## src/rtl/hc595_shift_engine_pkg.sv

```systemverilog
// Shared types, default timing constants and width helpers for the 74HC595 serial driver.
package hc595_pkg;

    typedef enum logic [1:0] {
        IDLE,
        SHIFT_LO,
        SHIFT_HI,
        LATCH
    } state_t;

    localparam int unsigned DEF_INPUT_CLK_FREQ = 100_000_000;
    localparam int unsigned DEF_TICK_FREQ      = 1000;

    function automatic int unsigned tick_period(int unsigned clk_freq, int unsigned tick_freq);
        return clk_freq / tick_freq;
    endfunction

    localparam int unsigned PERIOD = tick_period(DEF_INPUT_CLK_FREQ, DEF_TICK_FREQ);

    function automatic int unsigned bit_cnt_width(int unsigned n);
        return (n < 2) ? 1 : $clog2(n);
    endfunction

    function automatic int unsigned phase_width(int unsigned half);
        return $clog2(half + 1);
    endfunction

endpackage

```

## src/rtl/hc595_shift_engine_if.sv

```systemverilog
// Data word in, 595 pin bundle out; master is the driver side, slave the consumer/observer side.
interface hc595_shift_engine_if #(
    parameter int unsigned N = 32
);
    logic [N-1:0] data_in;
    logic         RDY;
    logic         SRCLK;
    logic         RCLK;
    logic         SER;

    modport master (
        input  data_in,
        output RDY,
        output SRCLK,
        output RCLK,
        output SER
    );

    modport slave (
        output data_in,
        input  RDY,
        input  SRCLK,
        input  RCLK,
        input  SER
    );
endinterface

```

## src/rtl/hc595_shift_engine_tick_gen.sv

```systemverilog
// Free-running refresh divider producing a one-cycle enable pulse every PERIOD clocks.
module hc595_tick_gen
    import hc595_pkg::*;
#(
    parameter int unsigned INPUT_CLK_FREQ = DEF_INPUT_CLK_FREQ,
    parameter int unsigned TICK_FREQ      = DEF_TICK_FREQ
) (
    input  logic clk,
    input  logic rst_n,
    output logic en_pulse
);

    localparam int unsigned P  = tick_period(INPUT_CLK_FREQ, TICK_FREQ);
    localparam int unsigned CW = $clog2(P);

    logic [CW-1:0] cnt;

    // en_pulse is registered one count early so it is high exactly while cnt == P-1.
    always_ff @(posedge clk or negedge rst_n) begin
        if (!rst_n) begin
            cnt      <= '0;
            en_pulse <= 1'b0;
        end else begin
            if (cnt == CW'(P - 1)) begin
                cnt <= '0;
            end else begin
                cnt <= cnt + 1'b1;
            end
            en_pulse <= (cnt == CW'(P - 2));
        end
    end

endmodule

```

## src/rtl/hc595_shift_engine.sv

```systemverilog
// Frame FSM and shift register: on each refresh pulse shifts an N-bit word MSB-first into a 595 chain, then latches it.
module hc595_shift_engine
    import hc595_pkg::*;
#(
    parameter int unsigned INPUT_CLK_FREQ = DEF_INPUT_CLK_FREQ,
    parameter int unsigned TICK_FREQ      = DEF_TICK_FREQ,
    parameter int unsigned N              = 32,
    parameter int unsigned SRCLK_HALF     = 2
) (
    input  logic                  clk,
    input  logic                  rst_n,
    hc595_shift_engine_if.master  bus
);

    localparam int unsigned BCW = bit_cnt_width(N);
    localparam int unsigned PW  = phase_width(SRCLK_HALF);

    state_t          state;
    state_t          state_next;
    logic            en_pulse;
    logic [N-2:0]    shreg;
    logic [BCW-1:0]  bit_cnt;
    logic [PW-1:0]   phase;
    logic            phase_done;
    logic            last_bit;

    logic            rdy_q,   rdy_d;
    logic            srclk_q, srclk_d;
    logic            rclk_q,  rclk_d;
    logic            ser_q,   ser_d;

    hc595_tick_gen #(
        .INPUT_CLK_FREQ (INPUT_CLK_FREQ),
        .TICK_FREQ      (TICK_FREQ)
    ) u_tick (
        .clk      (clk),
        .rst_n    (rst_n),
        .en_pulse (en_pulse)
    );

    assign phase_done = (phase == PW'(SRCLK_HALF - 1));
    assign last_bit   = (bit_cnt == BCW'(N - 1));

    always_ff @(posedge clk or negedge rst_n) begin
        if (!rst_n) begin
            state   <= IDLE;
            rdy_q   <= 1'b1;
            srclk_q <= 1'b0;
            rclk_q  <= 1'b0;
            ser_q   <= 1'b0;
        end else begin
            state   <= state_next;
            rdy_q   <= rdy_d;
            srclk_q <= srclk_d;
            rclk_q  <= rclk_d;
            ser_q   <= ser_d;
        end
    end

    always_comb begin
        state_next = state;
        unique case (state)
            IDLE:     if (en_pulse)   state_next = SHIFT_LO;
            SHIFT_LO: if (phase_done) state_next = SHIFT_HI;
            SHIFT_HI: if (phase_done) state_next = last_bit ? LATCH : SHIFT_LO;
            LATCH:    if (phase_done) state_next = IDLE;
            default:                  state_next = IDLE;
        endcase
    end

    // Next values of the registered pins; SER only moves at frame start and on SRCLK falls.
    always_comb begin
        rdy_d   = (state_next == IDLE);
        srclk_d = (state_next == SHIFT_HI);
        rclk_d  = (state_next == LATCH);
        ser_d   = ser_q;
        if (state == IDLE && en_pulse) begin
            ser_d = bus.data_in[N-1];
        end else if (state == SHIFT_HI && phase_done) begin
            ser_d = last_bit ? 1'b0 : shreg[N-2];
        end
    end

    // The MSB goes straight to SER at load, so shreg only holds the N-1 bits still to be sent.
    always_ff @(posedge clk or negedge rst_n) begin
        if (!rst_n) begin
            shreg   <= '0;
            bit_cnt <= '0;
            phase   <= '0;
        end else begin
            if (state == IDLE || phase_done) begin
                phase <= '0;
            end else begin
                phase <= phase + 1'b1;
            end

            if (state == IDLE && en_pulse) begin
                shreg   <= bus.data_in[N-2:0];
                bit_cnt <= '0;
            end else if (state == SHIFT_HI && phase_done && !last_bit) begin
                shreg   <= {shreg[N-3:0], 1'b0};
                bit_cnt <= bit_cnt + 1'b1;
            end
        end
    end

    assign bus.RDY   = rdy_q;
    assign bus.SRCLK = srclk_q;
    assign bus.RCLK  = rclk_q;
    assign bus.SER   = ser_q;

endmodule

```

## src/flat_wrapper.sv

```systemverilog
// flat-port wrapper written by rule: the top's interface ports become plain ports
module hc595_shift_engine_flat import hc595_pkg::*;
#(
    parameter int unsigned INPUT_CLK_FREQ = DEF_INPUT_CLK_FREQ,
    parameter int unsigned TICK_FREQ      = DEF_TICK_FREQ,
    parameter int unsigned N              = 32,
    parameter int unsigned SRCLK_HALF     = 2
)
  (clk, rst_n, bus_data_in, bus_RDY, bus_SRCLK, bus_RCLK, bus_SER);
  hc595_shift_engine_if #(.N(N)) bus_i ();
  input  logic clk;
  input  logic rst_n;
  input wire logic [$bits(bus_i.data_in)-1:0] bus_data_in;
  output wire logic [$bits(bus_i.RDY)-1:0] bus_RDY;
  output wire logic [$bits(bus_i.SRCLK)-1:0] bus_SRCLK;
  output wire logic [$bits(bus_i.RCLK)-1:0] bus_RCLK;
  output wire logic [$bits(bus_i.SER)-1:0] bus_SER;
  assign bus_i.data_in = bus_data_in;
  assign bus_RDY = bus_i.RDY;
  assign bus_SRCLK = bus_i.SRCLK;
  assign bus_RCLK = bus_i.RCLK;
  assign bus_SER = bus_i.SER;
  hc595_shift_engine #(.INPUT_CLK_FREQ(INPUT_CLK_FREQ), .TICK_FREQ(TICK_FREQ), .N(N), .SRCLK_HALF(SRCLK_HALF)) u_core (.clk(clk), .rst_n(rst_n), .bus(bus_i));
endmodule
```

## config.mk

```make
export PLATFORM = sky130hd
export DESIGN_NAME = hc595_shift_engine_flat
export DESIGN_NICKNAME = d
export VERILOG_FILES = /design/src/rtl/hc595_shift_engine_pkg.sv /design/src/rtl/hc595_shift_engine_if.sv /design/src/rtl/hc595_shift_engine_tick_gen.sv /design/src/rtl/hc595_shift_engine.sv /design/src/flat_wrapper.sv
export SDC_FILE = /design/constraint.sdc
export NUM_CORES = 1
export LEC_CHECK = 0
export CAP_MARGIN = 20
export CORE_MARGIN = 2
export CORE_UTILIZATION = 58
export CTS_CLUSTER_DIAMETER = 30
export DETAILED_ROUTE_END_ITERATION = 6
export HOLD_SLACK_MARGIN = 0.08
export PLACE_DENSITY = 0.84
export REMOVE_ABC_BUFFERS = 1
export SYNTH_ARGS = -nofsm -noshare
export SYNTH_HDL_FRONTEND = slang
export SYNTH_SLANG_ARGS = --single-unit
```

## constraint.sdc

```tcl
create_clock -name clk -period 4.1 [get_ports clk]
set_clock_uncertainty 0.15 [all_clocks]
set_input_delay 0.41 -clock clk [delete_from_list [all_inputs] [get_ports clk]]
set_output_delay 0.41 -clock clk [all_outputs]
set_load 0.03 [all_outputs]
```

Word level (Yosys, flattened, before mapping)
Index checks and enable logic that the tools add are counted.
{ "word_totals": {"register_bits": 62, "input_bits": 34, "output_inout_bits": 4, "word_cells": 46} }
{ "classes": {"add_sub_neg": 3, "n_eq_ne": 9, "mux": 15, "reduce_logical": 9} }
{ "ops": {"columns": ["operator", "n"], "rows": [
  ["$mux W31", 2],
  ["$eq A17 B17 Y1 const B", 2],
  ["$add A17 B1 Y17 const B", 1],
  ["$mux W17", 1],
  ["$mux W2", 6],
  ["$mux W5", 2],
  ["$eq A2 B2 Y1 const B", 4],
  ["$pmux W2 S4", 1],
  ["$add A5 B1 Y5 const B", 1],
  ["$eq A5 B5 Y1 const B", 1],
  ["$eq A2 B1 Y1 const B", 2],
  ["$logic_not A2 Y1", 2],
  ["$reduce_bool A2 Y1", 2],
  ["$logic_and A1 B1 Y1", 3],
  ["$mux W1", 3],
  ["$add A2 B1 Y2 const B", 1],
  ["$logic_not A1 Y1", 1],
  ["$logic_or A1 B1 Y1", 1]
]} }

Depth between registers and ports, before layout
{ "depth": {"ltp_word": 5, "mapped_depth": 9, "depth_no_buf": 7} }

Hierarchy
From an unflattened synthesis, not the netlist that was laid out.
{ "unflattened": {"cells_unflattened": 306, "hier_area_um2": 2926.6} }
{ "modules_own_cells": {"columns": ["mod", "n_inst", "cells_per_inst", "area_each_um2", "seq_area_each_um2"], "rows": [
  ["hc595_shift_engine", 1, 228, 2053.2, 1102.3],
  ["hc595_tick_gen", 1, 78, 873.3, 450.4]
]} }

Least setup slack after synthesis
OpenSTA, ideal clock, no wires.
{ "synth_path": {"path_type": "reg2reg", "from": "register u_core.bit_cnt[0]", "to": "register u_core.bit_cnt[1]", "setup_time_ns": 0.128, "arrival_time_ns": 1.843, "required_time_ns": 3.822, "setup_slack_ns": 1.980, "path_stages_with_launch": 9, "path_buffers": 3, "period_less_slack_ns": 2.120, "path_cell_list": "dfrtp_1 ha_1 and3_1 ha_1 nor4bb_1 clkbuf_1 buf_2 buf_2 o21ai_0"} }
{ "synth_via": {"elab_chain_len": 4, "word_cells_on_any_way": 7, "classes_between": "add/sub: 1; eq/ne: 1; mux: 2; reduce/logical: 3"} }
{ "synth_rtl": {"columns": ["element", "line", "rtl"], "rows": [
  ["start, declared", "hc595_shift_engine.sv:22", "logic [BCW-1:0] bit_cnt;"],
  ["start signal, assigned", "hc595_shift_engine.sv:102", "bit_cnt <= bit_cnt + 1'b1;"],
  ["branches (longest 4 deep; another with $add A5 B1 Y5)", null, null]
]} }
Parallel ways; which one is timed is not known. The select of a mux whose other input is x is not followed.
A chain may end at the register's enable or synchronous reset.

Final worst setup path
{ "layout_path": {"from": "register u_core.bit_cnt[0]", "to": "register u_core.shreg[25]"} }
{ "layout_via": {"elab_chain_len": 4} }
{ "layout_rtl": {"columns": ["element", "line", "rtl"], "rows": [
  ["$eq A5 B5 Y1", "hc595_shift_engine.sv:42", "assign last_bit = (bit_cnt == BCW'(N - 1));"],
  ["$logic_not A1 Y1", "hc595_shift_engine.sv:100", "end else if (state == SHIFT_HI && phase_done && !last_bit) begin"],
  ["$logic_and A1 B1 Y1", "hc595_shift_engine.sv:100", null],
  ["$reduce_bool A2 Y1 (no line)", null, null],
  ["end signal, assigned", "hc595_shift_engine.sv:98", "shreg <= bus.data_in[N-2:0];"],
  ["end signal, assigned", "hc595_shift_engine.sv:101", "shreg <= {shreg[N-3:0], 1'b0};"],
  ["end, declared", "hc595_shift_engine.sv:21", "logic [N-2:0] shreg;"]
]} }
No other way between the ends.

==> flow_metrics.py <==
metrics = {
    "floorplanning": {
        "design.core.area_mm2": 0.00441,
        "fp.dieW_um": 72.2,
        "die_h_um": 72.2,
        "start_util_pct": 61.2,
        "dieArea_mm2": 0.00522,
        "boundaryPins": 38,
        "rows": 24,
    },
    "global_routing": {
        "grt_pass1_wl_um": 9540,
        "first_global_vias": 1994,
        "gr-usage-all-layers_pct": 24.3,
        "grt_max_degree": 42,
        "antenna_found_initial": 0,
        "gr-total-overflow": 0,
    },
    "finish": {
        "area_growth_pct": 25.3,
        "seqCellArea_mm2": 0.00155,
        "final_nets": 349,
        "multi_input_area_mm2": 0.00111,
        "fin_area_mm2": 0.00339,
        "drive_above_1_share_pct": 8.89,
        "fill_cells": 283,
        "antenna_cells": 0,
    },
    "synth": {
        "yosys_warnings": 0,
        "synth.most_common_cell": "nand2_1",
        "ys_ff_latch": 62,
        "synth_edf_count": 0,
        "synth_area_leaders": "dfrtp_1 57%, nand2_1 11%, a22oi_1 8.1%, nor2_1 2.9%, xnor2_1 2.9%",
        "yosysUniqueCellTypes": 33,
        "yosys.area.top_type_share_pct": 56.5,
        "synth.cell_area_mm2": 0.00270,
        "ys.flop_type": "dfrtp_1",
        "synth_cells": 268,
        "synth_seq_area_share_pct": 57.5,
        "synthTopCellsByCount": "76 x nand2_1, 61 x dfrtp_1, 29 x a22oi_1",
        "yosysTopAreaCell": "dfrtp_1",
        "async_flop_share_pct": 100,
        "avgSynthCellArea_um2": 10.1,
    },
    "worst_setup_path": {
        "cp.arrival_ns": 2.63,
        "r2r_slack_ns": 1.53,
        "crit-reg2reg-launch": "u_core.bit_cnt[0]",
        "critPathMaxFanout": 41,
        "startpoint_type": "flip-flop",
        "r2r-end": "u_core.shreg[25]",
        "r2r_cells": 9,
        "critical_path_class": "flip-flop to flip-flop",
        "critPathCaptureType": "flip-flop",
        "crit_required_ns": 4.16,
    },
    "routing": {
        "dr_wl_met2_um": 2820,
        "ant_nets": 0,
        "viasPerCell": 5.62,
        "wl_met3_um": 257,
        "dr.pass1.iters": 4,
        "drtIter0Drc": 218,
        "drt_wl_total_um": 5530,
        "routedWlPerCell_um": 15.1,
        "vias": 2061,
        "highest-signal-layer": "met4",
        "wl_met1_um": 2370,
        "drc": 0,
    },
    "clock_tree": {
        "cts.sinks": 62,
        "clockBufferDepth": 2,
        "cts-htree-levels": 3,
        "cts_tree": "built",
        "path_clk_slew_ns": 0.07,
        "worstSkewPairLatency_ns": 0.33,
        "cts_made_buffers": 9,
        "cts_root_buf": "clkbuf_8",
    },
    "place": {
        "gp_congestion": 0.797,
        "hpwl_um": 3500,
        "dpl-instance-area_mm2": 0.00313,
        "port_buffers": 37,
    },
    "sta": {
        "post-route-period-util_pct": 62.7,
        "max_freq_mhz": 389,
        "maxSlewHeadroom_pct": 55.6,
        "rsz0062_at_grt": "no",
        "worst_pin_slew_ns": 0.667,
        "report.final.slew_viol_count": 0,
        "finalSetupTns_ns": 0,
        "setup_viol": 0,
        "period_needed_ns": 2.57,
        "hold_viol_final": 0,
    },
    "power": {
        "swShare_pct": 19.3,
        "power_mw": 1.28,
        "ir_drop_v": 0.000296,
        "p_per_area_mw_per_mm2": 377,
        "comb_power_share_pct": 3.5,
        "power.switching_mw": 0.246,
        "leakage_nw": 1.47,
        "p_clk_share_pct": 48.6,
        "internal-power_mw": 1.03,
        "pwr-share-seq_pct": 47.9,
    },
    "worst_hold_path": {
        "whs_endpoint": "u_core.phase[0]",
        "hp-start": "u_core.phase[0]",
        "hold_class": "flip-flop to flip-flop",
        "min_path_cells": 1,
    },
    "run_status": {
        "status": "finished, final reports clean",
    },
    "flow_run": {
        "maxCapViolCount": 0,
    },
}
## placed cells by master, fill, tap and decap left out, types with 3 or more instances in the layout
cell | synthesis | routed
nor2_1 | 21 | 21
nor3_1 | 4 | 4
inv_1 | 5 | 5
dfrtp_1 | 61 | 61
a22oi_1 | 29 | 29
clkbuf_8 | 0 | 12
nand2_1 | 76 | 76
xnor2_1 | 9 | 9
buf_4 | 0 | 3
nand4_1 | 6 | 6
ha_1 | 5 | 5
xor2_1 | 8 | 8
o21ai_0 | 6 | 6
clkdlybuf4s50_1 | 0 | 36
## cell type report
cell class / instances / share of cell area (%)
Sequential cell: 62 / 45.9
Multi-Input combinational cell: 190 / 32.7
Timing Repair Buffer: 42 / 12.1
Clock buffer: 13 / 4.99
Clock inverter: 3 / 1.92
Tap cell: 52 / 1.92
Inverter: 5 / 0.554
## power groups by stage
| stage | registers [mW] | logic [mW] | clock network, mW |
|---|---|---|---|
| global route | 0.611 | 0.0495 | 0.656 |
| finish | 0.612 | 0.0448 | 0.621 |
| CTS | 0.612 | 0.0460 | 0.624 |
| global placement | 0.623 | 0.0452 | 0 |
| detailed placement | 0.623 | 0.0452 | 0 |
| floorplan | 0.623 | 0.000310 | 0 |
## flip-flops by register name (all words and copies together), names as in the netlist
| register | flops |
|---|---|
| u_core.u_tick.en_pulse | 1 |
| u_core.bit_cnt | 5 |
| u_core.phase | 2 |
| u_core.bus.RCLK | 1 |
| u_core.state | 2 |
| u_core.shreg | 31 |
| u_core.bus.SRCLK | 1 |
| u_core.bus.SER | 1 |
| u_core.bus.RDY | 1 |
| u_core.u_tick.cnt | 17 |
## worst max-delay path by stage
| stage | endpoint | slack, ns | cells after the start | from |
|---|---|---|---|---|
| 2_1_floorplan | u_core.shreg[10] | -1.21 | 7 | u_core.bit_cnt[0] |
| 3_3_place_gp | u_core.shreg[9] | 1.66 | 8 | u_core.bit_cnt[0] |
| 3_5_place_dp | u_core.shreg[6] | 1.59 | 8 | u_core.bit_cnt[0] |
| 4_1_cts | u_core.shreg[25] | 1.54 | 8 | u_core.bit_cnt[0] |
| 5_1_grt | u_core.shreg[21] | 1.39 | 9 | u_core.bit_cnt[0] |
| 6_report | u_core.shreg[25] | 1.53 | 9 | u_core.bit_cnt[0] |
## metal layers
layer	vias to the layer above	track usage, %
met4	0	8.39
met5	-	0
met1	996	32.7
met3	9	7.78
li1	999	-
met2	57	37.4
## critical path, stage by stage, from the launching register on
cell,delay [ns]
dfrtp_1,0.41
ha_1,0.22
and3_1,0.15
ha_1,0.23
nor4bb_4,0.28
buf_4,0.42
nor2_2,0.22
buf_6,0.21
nand2_1,0.08
nand2_1,0.06
## cell families after synthesis
family | synth area share (%)
and+or+nand+nor | 21.5
DFF | 57.5
AOI/OAI and AO/OA | 10.1
xor gates and xnor gates | 5.51
buffers and inverters | 2.32
adders and majority gates | 2.32
muxes | 0.741
## per-stage QoR
stage                     cells  setup slack [ns]  hold WS (ns)  utilization [%]
final                       367              1.53         0.310             76.7
after CTS                   366              1.54         0.305             76.4
after floorplan             257             -1.21       -0.0356                -
after global placement      349              1.66         0.277             70.9
after global routing        367              1.39         0.320             76.7
after detailed placement    349              1.59         0.295             70.9
## what timing repair did
item	in CTS	in global routing
resized for setup	0	0
buffers inserted	0	0
hold endpoints to repair	29	0
setup endpoints to repair	0	0
hold buffers	1	0
(Power assumes the default switching activity.)
==> RTL edit (same settings) <==
`SRCLK_HALF` is set to 2 in 2 places; all go to 4.
--- a/src/rtl/hc595_shift_engine.sv
+++ b/src/rtl/hc595_shift_engine.sv
@@ -5,7 +5,7 @@
     parameter int unsigned INPUT_CLK_FREQ = DEF_INPUT_CLK_FREQ,
     parameter int unsigned TICK_FREQ      = DEF_TICK_FREQ,
     parameter int unsigned N              = 32,
-    parameter int unsigned SRCLK_HALF     = 2
+    parameter int unsigned SRCLK_HALF     = 4
 ) (
     input  logic                  clk,
     input  logic                  rst_n,
--- a/src/flat_wrapper.sv
+++ b/src/flat_wrapper.sv
@@ -4,7 +4,7 @@
     parameter int unsigned INPUT_CLK_FREQ = DEF_INPUT_CLK_FREQ,
     parameter int unsigned TICK_FREQ      = DEF_TICK_FREQ,
     parameter int unsigned N              = 32,
-    parameter int unsigned SRCLK_HALF     = 2
+    parameter int unsigned SRCLK_HALF     = 4
 )
   (clk, rst_n, bus_data_in, bus_RDY, bus_SRCLK, bus_RCLK, bus_SER);
   hc595_shift_engine_if #(.N(N)) bus_i ();
Formal check against the unedited RTL: no difference found for any inputs over 10 cycles, from zero or initial values and one cycle with rst_n low; that may be too few to reach the edited logic, so the function may still have changed.
==> RTL edit against the original RTL <==
Synthesized area grew 4.0%. Critical path depth down 2. Via count is 0.63% lower. Wire length shrank 6.9%. Design area down 0.26%. Count of clock-buffer cells in the layout is the same. Worst setup slack got worse by 53 ps. Sequential power is 2% higher. Sequential cell count up 1. Total power shrank 9.4%.
==> RTL edit: results (changes against the original RTL) <==
cts:
  cts-root-buf: "clkbuf_8"  # unchanged
routing:
  wl_met3_um: 174  # was 257 µm
  drt-pass1-iter-count: 5  # was 4
  drt-met1-wl_um: 2331  # was 2371 µm
  route.final.wire_length_um: 5152  # was 5533 µm
  drt_iter0_drc: 195  # was 218
  wl_met2_um: 2528  # was 2822 µm
  vias: 2048  # was 2061
place:
  routabilityCongestion: 0.8116  # was 0.7972
  dp_slack_ps: 1515  # was 1592 ps
  place_hpwl_um: 3508  # was 3502 µm
pwr:
  vdd.ir_drop.worst_mv: 0.2655  # was 0.2960 mV
  power.leakage_nw: 1.465  # was 1.474 nW
grt:
  track_usage_pct: 21.57  # was 24.26%
  grt_pass1_vias: 2015  # was 1994
  grt_pass1_wl_um: 8694  # was 9542 µm
  grt_max_degree: 41  # was 42
outcome:
  status: "complete, no violations"  # unchanged
final_layout:
  final_nets: 352  # was 349
critical_path:
  crit_arrival_ps: 2690  # was 2630 ps
  cpPeakStageDelay_ps: 870  # was 420 ps
  cp_slowest_cell: "and4bb_1"  # was buf_4
  crit_fanout: 29  # was 41
synth:
  ys_seq_area_share_pct: 56.14  # was 57.48%
  synth_area_leaders: "dfrtp_1 55%, nand2_1 9.9%, a22oi_1 8.0%"  # was dfrtp_1 57%, nand2_1 11%, a22oi_1 8.1%
  ys_warn_count: 0  # unchanged
  synth_cell_types: 36  # was 33
  synthTopCellsByCount: "74 x nand2_1, 62 x dfrtp_1, 30 x a22oi_1"  # was 76 x nand2_1, 61 x dfrtp_1, 29 x a22oi_1
timing:
  slew_headroom_pct: 35.16  # was 55.55%
min_path:
  min_path_type: "reg2reg"  # unchanged
-- RTL edit: report_power, final --
group / switching, W / leakage [nW] / internal, W
combinational: 0.0000169 / 0.677 / 0.0000283
sequential: 0 / 0.700 / 0.000622
clock: 0.000225 / 0.0878 / 0.000266
-- RTL edit: per-stage QoR --
| step | hold slack [ps] | util (%) | std cells | instance area (µm²) |
|---|---|---|---|---|
| 2_1_floorplan | -35.59 | - | 259 | 2728 |
| 3_3_place_gp | 264.6 | 67.84 | 353 | 3183 |
| 3_5_place_dp | 263.5 | 67.84 | 353 | 3183 |
| 4_1_cts | 300.3 | 71.97 | 369 | 3377 |
| 5_1_grt | 324.5 | 71.97 | 369 | 3377 |
| 6_report | 294.0 | 71.97 | 369 | 3377 |
-- RTL edit: kinds of logic after synthesis --
logic type	share of synthesized area, %
compound gates	10.15
xor+xnor	5.298
fa+ha+maj	3.117
buf+inv	3.607
flops	56.14
simple gates	21.68
-- RTL edit: cell type report --
type	count	area [µm²]
Multi-Input combinational cell	191	1131
Inverter	5	18.77
Tap cell	54	67.56
Clock inverter	2	15.01
Clock buffer	13	168.9
Timing Repair Buffer	41	397.9
Fill cell	348	1315
Sequential cell	63	1578
-- RTL edit: routing by layer --
metal	vias up	GRT usage (%)
met5	-	0
met4	0	10.30
met3	10	5.350
met2	42	35.12
met1	986	26.97
li1	1010	-
-- RTL edit: worst paths after layout --
kind | slack [ps] | end | depth (start not counted)
max | 1480 | u_core.shreg[29] | 7
min | 290 | u_core.phase[0] | 1
max reg2reg | 1480 | u_core.shreg[29] | 7
min reg2reg | 290 | u_core.phase[0] | 1
max in group asynchronous | 2470 | u_core.bus.RDY | 3
min in group asynchronous | 430 | u_core.shreg[6] | 2
-- RTL edit: what timing repair did --
item                                   CTS  global route
hold buffers                             1             0
endpoints found under the hold margin   23             0
setup buffers                            0             0
